<file path="src/rtl/cc_bcd2bin_seq_if.sv">
// Handshake and data bundle for the sequential BCD-to-binary converter.
interface cc_bcd2bin_seq_if #(
  parameter int unsigned NDIGITS  = 3,
  parameter int unsigned BINWIDTH = 10
);
  logic                    CC_BCD2BIN_start_In;
  logic [4*NDIGITS-1:0]    CC_BCD2BIN_bcd_InBUS;
  logic [BINWIDTH-1:0]     CC_BCD2BIN_bin_OutBUS;
  logic                    CC_BCD2BIN_busy_Out;
  logic                    CC_BCD2BIN_done_Out;
  logic                    CC_BCD2BIN_error_Out;

  modport master (
    output CC_BCD2BIN_start_In,
    output CC_BCD2BIN_bcd_InBUS,
    input  CC_BCD2BIN_bin_OutBUS,
    input  CC_BCD2BIN_busy_Out,
    input  CC_BCD2BIN_done_Out,
    input  CC_BCD2BIN_error_Out
  );

  modport slave (
    input  CC_BCD2BIN_start_In,
    input  CC_BCD2BIN_bcd_InBUS,
    output CC_BCD2BIN_bin_OutBUS,
    output CC_BCD2BIN_busy_Out,
    output CC_BCD2BIN_done_Out,
    output CC_BCD2BIN_error_Out
  );
endinterface

</file>
<file path="src/rtl/cc_bcd2bin_seq.sv">
// Sequential BCD-to-binary converter using reverse double dabble:
// one right shift plus per-digit subtract-3 correction per clock.
module cc_bcd2bin_seq #(
  parameter int unsigned NDIGITS  = 3,
  parameter int unsigned BINWIDTH = 10
) (
  input  logic                  CC_BCD2BIN_CLOCK_50,
  input  logic                  CC_BCD2BIN_RESET_InHigh,
  cc_bcd2bin_seq_if.slave       bcd_if
);

  localparam int unsigned BCDW = 4 * NDIGITS;
  localparam int unsigned SW   = BCDW + BINWIDTH;
  localparam int unsigned CW   = (BINWIDTH > 1) ? $clog2(BINWIDTH + 1) : 1;

  typedef enum logic {
    S_IDLE  = 1'b0,
    S_SHIFT = 1'b1
  } state_e;

  state_e              state_q, state_d;
  logic [SW-1:0]       scratch_q, scratch_d;
  logic [CW-1:0]       cnt_q, cnt_d;
  logic [BINWIDTH-1:0] bin_q, bin_d;
  logic                busy_q, busy_d;
  logic                done_q, done_d;
  logic                error_q, error_d;

  logic [SW-1:0]       shifted_c;
  logic [SW-1:0]       corrected_c;
  logic                digits_ok_c;

  // Register bank; reset aborts any conversion without a done pulse.
  always_ff @(posedge CC_BCD2BIN_CLOCK_50) begin
    if (CC_BCD2BIN_RESET_InHigh) begin
      state_q   <= S_IDLE;
      scratch_q <= '0;
      cnt_q     <= '0;
      bin_q     <= '0;
      busy_q    <= 1'b0;
      done_q    <= 1'b0;
      error_q   <= 1'b0;
    end else begin
      state_q   <= state_d;
      scratch_q <= scratch_d;
      cnt_q     <= cnt_d;
      bin_q     <= bin_d;
      busy_q    <= busy_d;
      done_q    <= done_d;
      error_q   <= error_d;
    end
  end

  // Next-state, datapath step and output updates.
  always_comb begin
    state_d     = state_q;
    scratch_d   = scratch_q;
    cnt_d       = cnt_q;
    bin_d       = bin_q;
    busy_d      = busy_q;
    done_d      = 1'b0;
    error_d     = error_q;
    digits_ok_c = 1'b1;

    shifted_c   = scratch_q >> 1;
    corrected_c = shifted_c;
    // Digits are independent 4-bit fields; no borrow crosses between them.
    for (int i = 0; i < int'(NDIGITS); i++) begin
      if (shifted_c[BINWIDTH + 4*i + 3]) begin
        corrected_c[BINWIDTH + 4*i +: 4] = shifted_c[BINWIDTH + 4*i +: 4] - 4'd3;
      end
    end

    for (int i = 0; i < int'(NDIGITS); i++) begin
      if (bcd_if.CC_BCD2BIN_bcd_InBUS[4*i +: 4] > 4'd9) begin
        digits_ok_c = 1'b0;
      end
    end

    case (state_q)
      S_IDLE: begin
        if (bcd_if.CC_BCD2BIN_start_In) begin
          if (!digits_ok_c) begin
            error_d = 1'b1;
            done_d  = 1'b1;
          end else begin
            scratch_d = {bcd_if.CC_BCD2BIN_bcd_InBUS, {BINWIDTH{1'b0}}};
            cnt_d     = '0;
            error_d   = 1'b0;
            busy_d    = 1'b1;
            state_d   = S_SHIFT;
          end
        end
      end
      S_SHIFT: begin
        scratch_d = corrected_c;
        cnt_d     = cnt_q + CW'(1);
        if (cnt_q == CW'(BINWIDTH - 1)) begin
          bin_d   = corrected_c[BINWIDTH-1:0];
          busy_d  = 1'b0;
          done_d  = 1'b1;
          cnt_d   = '0;
          state_d = S_IDLE;
        end
      end
      default: state_d = S_IDLE;
    endcase
  end

  assign bcd_if.CC_BCD2BIN_bin_OutBUS = bin_q;
  assign bcd_if.CC_BCD2BIN_busy_Out   = busy_q;
  assign bcd_if.CC_BCD2BIN_done_Out   = done_q;
  assign bcd_if.CC_BCD2BIN_error_Out  = error_q;

endmodule

</file>
<file path="src/flat_wrapper.sv">
// flat-port wrapper written by rule: the top's interface ports become plain ports
module cc_bcd2bin_seq_flat 
#(
  parameter int unsigned NDIGITS  = 3,
  parameter int unsigned BINWIDTH = 10
)
  (CC_BCD2BIN_CLOCK_50, CC_BCD2BIN_RESET_InHigh, bcd_if_CC_BCD2BIN_start_In, bcd_if_CC_BCD2BIN_bcd_InBUS, bcd_if_CC_BCD2BIN_bin_OutBUS, bcd_if_CC_BCD2BIN_busy_Out, bcd_if_CC_BCD2BIN_done_Out, bcd_if_CC_BCD2BIN_error_Out);
  cc_bcd2bin_seq_if #(.NDIGITS(NDIGITS), .BINWIDTH(BINWIDTH)) bcd_if_i ();
  input  logic CC_BCD2BIN_CLOCK_50;
  input  logic CC_BCD2BIN_RESET_InHigh;
  input wire logic [$bits(bcd_if_i.CC_BCD2BIN_start_In)-1:0] bcd_if_CC_BCD2BIN_start_In;
  input wire logic [$bits(bcd_if_i.CC_BCD2BIN_bcd_InBUS)-1:0] bcd_if_CC_BCD2BIN_bcd_InBUS;
  output wire logic [$bits(bcd_if_i.CC_BCD2BIN_bin_OutBUS)-1:0] bcd_if_CC_BCD2BIN_bin_OutBUS;
  output wire logic [$bits(bcd_if_i.CC_BCD2BIN_busy_Out)-1:0] bcd_if_CC_BCD2BIN_busy_Out;
  output wire logic [$bits(bcd_if_i.CC_BCD2BIN_done_Out)-1:0] bcd_if_CC_BCD2BIN_done_Out;
  output wire logic [$bits(bcd_if_i.CC_BCD2BIN_error_Out)-1:0] bcd_if_CC_BCD2BIN_error_Out;
  assign bcd_if_i.CC_BCD2BIN_start_In = bcd_if_CC_BCD2BIN_start_In;
  assign bcd_if_i.CC_BCD2BIN_bcd_InBUS = bcd_if_CC_BCD2BIN_bcd_InBUS;
  assign bcd_if_CC_BCD2BIN_bin_OutBUS = bcd_if_i.CC_BCD2BIN_bin_OutBUS;
  assign bcd_if_CC_BCD2BIN_busy_Out = bcd_if_i.CC_BCD2BIN_busy_Out;
  assign bcd_if_CC_BCD2BIN_done_Out = bcd_if_i.CC_BCD2BIN_done_Out;
  assign bcd_if_CC_BCD2BIN_error_Out = bcd_if_i.CC_BCD2BIN_error_Out;
  cc_bcd2bin_seq #(.NDIGITS(NDIGITS), .BINWIDTH(BINWIDTH)) u_core (.CC_BCD2BIN_CLOCK_50(CC_BCD2BIN_CLOCK_50), .CC_BCD2BIN_RESET_InHigh(CC_BCD2BIN_RESET_InHigh), .bcd_if(bcd_if_i));
endmodule
</file>
<file path="config.mk">
export PLATFORM = sky130hd
export DESIGN_NAME = cc_bcd2bin_seq_flat
export DESIGN_NICKNAME = d
export VERILOG_FILES = /design/src/rtl/cc_bcd2bin_seq_if.sv /design/src/rtl/cc_bcd2bin_seq.sv /design/src/flat_wrapper.sv
export SDC_FILE = /design/constraint.sdc
export NUM_CORES = 1
export LEC_CHECK = 0
export ABC_AREA = 1
export CAP_MARGIN = 30
export CELL_PAD_IN_SITES_DETAIL_PLACEMENT = 0
export CELL_PAD_IN_SITES_GLOBAL_PLACEMENT = 1
export CORE_MARGIN = 10
export CORE_UTILIZATION = 34
export CTS_BUF_LIST = sky130_fd_sc_hd__clkbuf_8 sky130_fd_sc_hd__clkbuf_16
export CTS_CLUSTER_SIZE = 12
export DETAILED_ROUTE_END_ITERATION = 16
export PLACE_DENSITY = 0.71
export SETUP_SLACK_MARGIN = 0.1
export SLEW_MARGIN = 15
export SYNTH_ARGS = -nofsm -noshare
export SYNTH_HDL_FRONTEND = slang
export SYNTH_SLANG_ARGS = --single-unit
</file>
<file path="constraint.sdc">
create_clock -name CC_BCD2BIN_CLOCK_50 -period 1.3 [get_ports CC_BCD2BIN_CLOCK_50]
set_input_delay 0.325 -clock CC_BCD2BIN_CLOCK_50 [delete_from_list [all_inputs] [get_ports CC_BCD2BIN_CLOCK_50]]
set_output_delay 0.325 -clock CC_BCD2BIN_CLOCK_50 [all_outputs]
set_load 0.01 [all_outputs]
</file>
==> results of run 1 <==
[worst min path at each step]
stage | startpoint | to | slack (ns) | cells after the start
after global placement | u_core.bcd_if.CC_BCD2BIN_bin_OutBUS[3]$_SDFFE_PP0P_ | u_core.bcd_if.CC_BCD2BIN_bin_OutBUS[3]$_SDFFE_PP0P_ | 0.46 | 2
after global routing | bcd_if_CC_BCD2BIN_bcd_InBUS[11] | u_core.scratch_q[21]$_SDFFE_PP0P_ | 0.43 | 4
after CTS | u_core.bcd_if.CC_BCD2BIN_bin_OutBUS[0]$_SDFFE_PP0P_ | u_core.bcd_if.CC_BCD2BIN_bin_OutBUS[0]$_SDFFE_PP0P_ | 0.47 | 2
final | bcd_if_CC_BCD2BIN_bcd_InBUS[11] | u_core.scratch_q[21]$_SDFFE_PP0P_ | 0.42 | 4
after floorplan | u_core.scratch_q[1]$_SDFFE_PP0P_ | u_core.bcd_if.CC_BCD2BIN_bin_OutBUS[0]$_SDFFE_PP0P_ | 0.44 | 2
after detailed placement | u_core.bcd_if.CC_BCD2BIN_bin_OutBUS[1]$_SDFFE_PP0P_ | u_core.bcd_if.CC_BCD2BIN_bin_OutBUS[1]$_SDFFE_PP0P_ | 0.46 | 2
[routing by layer]
metal,up-vias,track usage [%],part of all wire [%]
li1,940,-,-
met1,766,14.19,49
met2,23,16.82,46
met3,2,3.148,4.2
met4,0,1.928,0.37
met5,-,0,0
[layout by cell type (no fill, tap or decap), drive strengths merged]
cell / instances
nor3: 1
nor2: 18
nand2: 73
xnor2: 1
nand4: 1
buf: 34
bufbuf: 1
dlygate4sd2: 1
clkdlybuf4s50: 4
o21ai: 10
o21a: 4
inv: 14
clkdlybuf4s15: 3
clkbuf: 24
a21oi: 34
clkinv: 2
ha: 4
or2: 1
dfxtp: 39
nand3: 38
[timing repair]
action                                  CTS  global route
buffers inserted                          5             1
pin swaps                                10             8
endpoints found under the setup margin   52            51
gates resized for setup                  56            42
cloned                                    1             0
[area by class of cell]
class / count / area, sq um
tap: 70 / 87.58
clock inverter: 1 / 3.754
inverter: 15 / 63.81
timing repair buffer: 62 / 518.0
multi-input combinational: 185 / 952.2
fill: 560 / 2656
clock buffer: 5 / 68.82
sequential: 39 / 789.5
[report_power, final]
| group | total (mW) | internal [mW] | switching (mW) |
|---|---|---|---|
| logic | 0.391 | 0.197 | 0.194 |
| registers | 1.27 | 1.23 | 0.0355 |
| clock network | 0.720 | 0.350 | 0.370 |
[worst register-to-register path: cells and delay by family, from the launching register on]
family,cells,cell delay [ns]
AO/OA/AOI/OAI,2,0.16
buffers and inverters,3,0.21
flip-flops,1,0.32
adder cells (fa/ha/maj),1,0.13
AND/OR/NAND/NOR,4,0.29
[per-stage QoR]
stage               setup WS (ns)  hold WS [ns]
floorplan                 0.09639        0.4397
global placement          -0.4114        0.4563
detailed placement        -0.4580        0.4576
CTS                       0.03918        0.4676
global route           -0.0003598        0.4297
finish                     0.1008        0.4218
[flip-flops by register name, summed over array words and instances, names as in the netlist]
signal,flops
u_core.scratch_q,21
u_core.bcd_if.CC_BCD2BIN_bin_OutBUS,10
u_core.cnt_q,4
u_core.bcd_if.CC_BCD2BIN_busy_Out,1
u_core.bcd_if.CC_BCD2BIN_done_Out,1
u_core.bcd_if.CC_BCD2BIN_error_Out,1
u_core.state_q,1
[cells by family after synthesis]
family,after synthesis
simple gates,132
xor+xnor,1
flops,39
compound gates,48
buf+inv,32
fa+ha+maj,4
==> results.cfg, run 1 <==
[clocking]
cts_buffers = 5
cts_buffer_depth = 2
cts_sinks = 39
cts-htree-levels = 2
cts_hold_buf = 0
cts_tree = yes
insertion_delay_ns = 0.27
cts_root_buf = clkbuf_8
clk_pin_slew_ns = 0.07

[setup_path]
crit_start = u_core.cnt_q[1]$_SDFFE_PP0P_
crit_top_cell = nor2_4
path_cells = inv_2, ha_4, nand2_4, nor2_4, nor2_4, buf_6, a21oi_2, nor2_1, o21ai_1, inv_1
r2r_slack_ns = 0.10
crit-reg2reg-launch = u_core.cnt_q[1]$_SDFFE_PP0P_
critPathLaunchType = flip-flop
r2r_cells = 10
cp.depth = 10
cp_max_fo = 2
critPathBufInv = 3
cp.arrival_ns = 1.38
r2r_end = u_core.cnt_q[2]$_SDFFE_PP0P_
endpoint_kind = flip-flop
slowest_stage = dfxtp_2
cp-endpoint = u_core.cnt_q[2]$_SDFFE_PP0P_
crit_family = flip-flops
cpPeakStageDelay_ns = 0.32
critical_path_class = reg2reg
cp_data_required_time_ns = 1.48

[placed_design]
portBuffers = 27
place_area_sq_um = 2313
dp_cells = 364
finalWeightedCongestion = 0.7869
place_hpwl_mm = 3.279

[floorplanning]
die-height_um = 92.92
fp.dieW_um = 92.92
start_util_pct = 35.18
core-area_sq_um = 5140
dieArea_sq_um = 8634
ios = 28
num_rows = 26

[global_routing]
grt_max_degree = 22
grt-ovfl-total = 0
groute.usage.overall_pct = 10.69
grt_antenna_before_repair = 0
grt_pass1_vias = 1632
grt_pass1_wl_mm = 7.803

[logic_synthesis]
synth_top_family_by_area = simple AND/OR/NAND/NOR gates
yosysTopAreaCell = dfxtp_1
postSynth.asyncResetShare_pct = 0
ys_seq_area_share_pct = 43.18
synthAdderAreaFrac_pct = 2.768
ys_ff_latch = 39
synth-main-ff-cell = dfxtp_1
ys_types = 24
synth_xor_area_share_pct = 0.4844
synthSimpleGateAreaFrac_pct = 31.49
synthesis.instances = 256
synth_compound_area_share_pct = 13.84
synth_top_area_share_pct = 43.18
synth_edf_count = 0
synth.most_common_cell = nand2_1
synthesis.nets = 275
muxShareOfSynthArea_pct = 0
netlist_area_sq_um = 1808
synthTopCellsByCount = nand2_1 (70), dfxtp_1 (39), nand3_1 (38)
ys.warnings.count = 0
syn_area_per_cell_sq_um = 7.062
synth_area_leaders = dfxtp_1 (43%), nand2_1 (15%), nand3_1 (11%)

[outcome]
status = completed

[cells_and_area]
final_nets = 327
design_area_sq_um = 2484
syn_to_final_growth_pct = 37.37
final_layout_size_suffix_gt1_share_pct = 27.69
instances_no_fill = 377
utilization_pct = 48.32
diodes = 0

[sta]
grt_setup_unrepaired = true
period_minus_slack_ns = 1.199
clock.fmax_ghz = 0.8339
drv_slew = 0
finalClockSkew_ns = 0.005547
fin_crit_sh_pct = 92.24
hold_viol_final = 0
slew_headroom_pct = 82.34
max_slew.worst_pin.slew_ns = 0.2646
finalSetupTns_ns = 0
finalSetupViolations = 0

[hold_path]
hold_path.class = in2reg

[route]
vias = 1731
vias_per_cell = 4.592
wl_per_cell_um = 12.18
first_iter_violations = 67
drcViolationCount = 0
ant_nets = 0
drt-total-wl_mm = 4.590
dr.pass1.iters = 4

[pwr]
p_per_area_nw_per_um2 = 957.5
leakage_nw = 1.055
irDropWorstVdd_mv = 0.5569
fin_total_pwr_mw = 2.378

[job]
cap_violations = 0
(Power assumes the default switching activity.)
==> inputs of run 2 (changes only) <==
ABC_CLOCK_PERIOD_IN_PS = 1300   (was default)
PLACE_DENSITY = default   (was 0.71)
PLACE_DENSITY_LB_ADDON = 0.1   (was default)
==> run 2 against run 1 <==
Effect of this change:
- first-iteration DRC count decreased by 22%
- final area grew 1.7%
- critical path depth is 2 lower
- largest cell class unchanged
==> results.cfg, run 2 (synthesis results as in run 1) <==
[outcome]
status = completed

[route]
drcViolationCount = 0
vias = 1758
wl_per_cell_um = 12.80
ant_nets = 0
vias_per_cell = 4.651
first_iter_violations = 52
dr.pass1.iters = 4
drt-total-wl_mm = 4.839

[setup_path]
crit-reg2reg-launch = u_core.cnt_q[1]$_SDFFE_PP0P_
cp_data_required_time_ns = 1.53
cpPeakStageDelay_ns = 0.34
crit_family = simple AND/OR/NAND/NOR gates
endpoint_kind = flip-flop
critPathBufInv = 2
crit_start = u_core.cnt_q[1]$_SDFFE_PP0P_
slowest_stage = dfxtp_2
critPathLaunchType = flip-flop
cp_max_fo = 3
critical_path_class = reg2reg
cp.arrival_ns = 1.42
path_cells = inv_2, ha_4, nand2_4, nor2_4, nor2_4, inv_2, or2_0, a21oi_1

[global_routing]
grt_antenna_before_repair = 0
grt-ovfl-total = 0
groute.usage.overall_pct = 11.55
grt_pass1_vias = 1734
grt_pass1_wl_mm = 8.217
grt_max_degree = 16

[pwr]
p_int_mw = 1.903
p_per_area_nw_per_um2 = 1017
leakage_nw = 1.082
irDropWorstVdd_mv = 0.3834
pwr-share-clk_pct = 35.0
p_comb_share_pct = 15.6
seqPwrFrac_pct = 49.4
sw_frac_of_total_pct = 25.91
fin_total_pwr_mw = 2.569
p_sw_mw = 0.6655

[sta]
period_minus_slack_ns = 1.191
finalSetupViolations = 0
drv_slew = 0
hold_viol_final = 0
slew_headroom_pct = 82.62
finalClockSkew_ns = 0.008489
clock.fmax_ghz = 0.8396
max_slew.worst_pin.slew_ns = 0.2603
fin_crit_sh_pct = 91.62
grt_setup_unrepaired = true
holdWs_ns = 0.3916

[clocking]
insertion_delay_ns = 0.29
cts_buffer_depth = 2
cts_tree = yes
cts_root_buf = clkbuf_8
cts_sinks = 39
cts-htree-levels = 2
cts_buffers = 5
cts_hold_buf = 0
clk_pin_slew_ns = 0.08

[floorplanning]
num_rows = 26
dieArea_sq_um = 8634
core-area_sq_um = 5140
ios = 28
fp.dieW_um = 92.92
die-height_um = 92.92
start_util_pct = 35.18

[cells_and_area]
largest-register = u_core.scratch_q
diodes = 0
multiInputGateArea_sq_um = 965.9
largest_reg_flops = 21
nFillCells = 557
seq_area_sq_um = 795.8
layout_common_cells = nand2_1 (68), nand3_1 (34), a21oi_1 (33), dfxtp_1 (31), buf_4 (26)
layout_commonest_cell = nand2_1
syn_to_final_growth_pct = 39.65
final_layout_size_suffix_gt1_share_pct = 28.25
final_nets = 326

[hold_path]
min_from = bcd_if_CC_BCD2BIN_bcd_InBUS[2]
hold_path.class = in2reg

[placed_design]
place_hpwl_mm = 3.420
portBuffers = 27
finalWeightedCongestion = 0.7664

[job]
cap_violations = 0
-- run 2: cell types whose count changed in the layout (fill, tap and decap cells not counted), sizes merged --
cell	previous run	this run
clkinv	2	1
bufbuf	1	0
dlymetal6s2s	0	1
dlygate4sd2	1	5
clkdlybuf4s15	3	2
inv	14	15
clkbuf	24	18
buf	34	38
-- run 2: per-layer routing --
metal	global-route usage, %	vias to the layer above	wire length [um]
met4	3.085	0	40
li1	-	935	-
met3	3.632	5	255
met2	19.22	29	2225
met1	13.98	789	2316
met5	0	-	0
-- run 2: path summary, 6_finish.rpt --
check	to	slack (ns)	cells past startpoint
worst max-delay path	u_core.cnt_q[1]$_SDFFE_PP0P_	0.11	8
worst min-delay path	u_core.scratch_q[12]$_SDFFE_PP0P_	0.39	5
worst max register to register	u_core.cnt_q[1]$_SDFFE_PP0P_	0.11	8
worst min register to register	u_core.bcd_if.CC_BCD2BIN_bin_OutBUS[8]$_SDFFE_PP0P_	0.46	2
-- run 2: stage by stage --
| step | cell area [sq um] | worst slack, ns | util, % | setup TNS (ns) | std cells |
|---|---|---|---|---|---|
| 3_3_place_gp | 2311 | -0.5308 | 44.96 | -14.08 | 362 |
| 4_1_cts | 2509 | 0.06416 | 48.81 | 0 | 376 |
| 6_report | 2525 | 0.1089 | 49.12 | 0 | 378 |
| 3_5_place_dp | 2311 | -0.5556 | 44.96 | -14.83 | 362 |
| 2_1_floorplan | 1813 | 0.09639 | - | 0 | 256 |
| 5_1_grt | 2525 | 0.01233 | 49.12 | 0 | 378 |
-- run 2: worst reg2reg max path, cell delays in order (launching register included) --
cell and delay (ns):
dfxtp_2 0.34, inv_2 0.04, ha_4 0.15, nand2_4 0.06
nor2_4 0.05, nor2_4 0.11, inv_2 0.05, or2_0 0.19
a21oi_1 0.13
-- run 2: final cells by class --
class                           instances  area share (%)
Sequential cell                        39           31.52
Multi-Input combinational cell        185           38.26
Clock inverter                          1          0.1487
Clock buffer                            7           3.816
Tap cell                               70           3.469
Timing Repair Buffer                   61           20.07
Inverter                               15           2.725
-- run 2: power by group through the flow --
stage	Combinational, mW	Sequential (mW)	Clock, mW
2_1_floorplan	0.195	1.28	0
3_3_place_gp	0.353	1.29	0
3_5_place_dp	0.353	1.29	0
4_1_cts	0.377	1.27	0.919
5_1_grt	0.442	1.27	0.979
6_report	0.400	1.27	0.900
-- run 2: timing repair --
item,CTS,global route
setup buffers,4,2
setup endpoints to repair,52,48
pin swaps,8,17
gates cloned,2,0
gates resized for setup,62,44
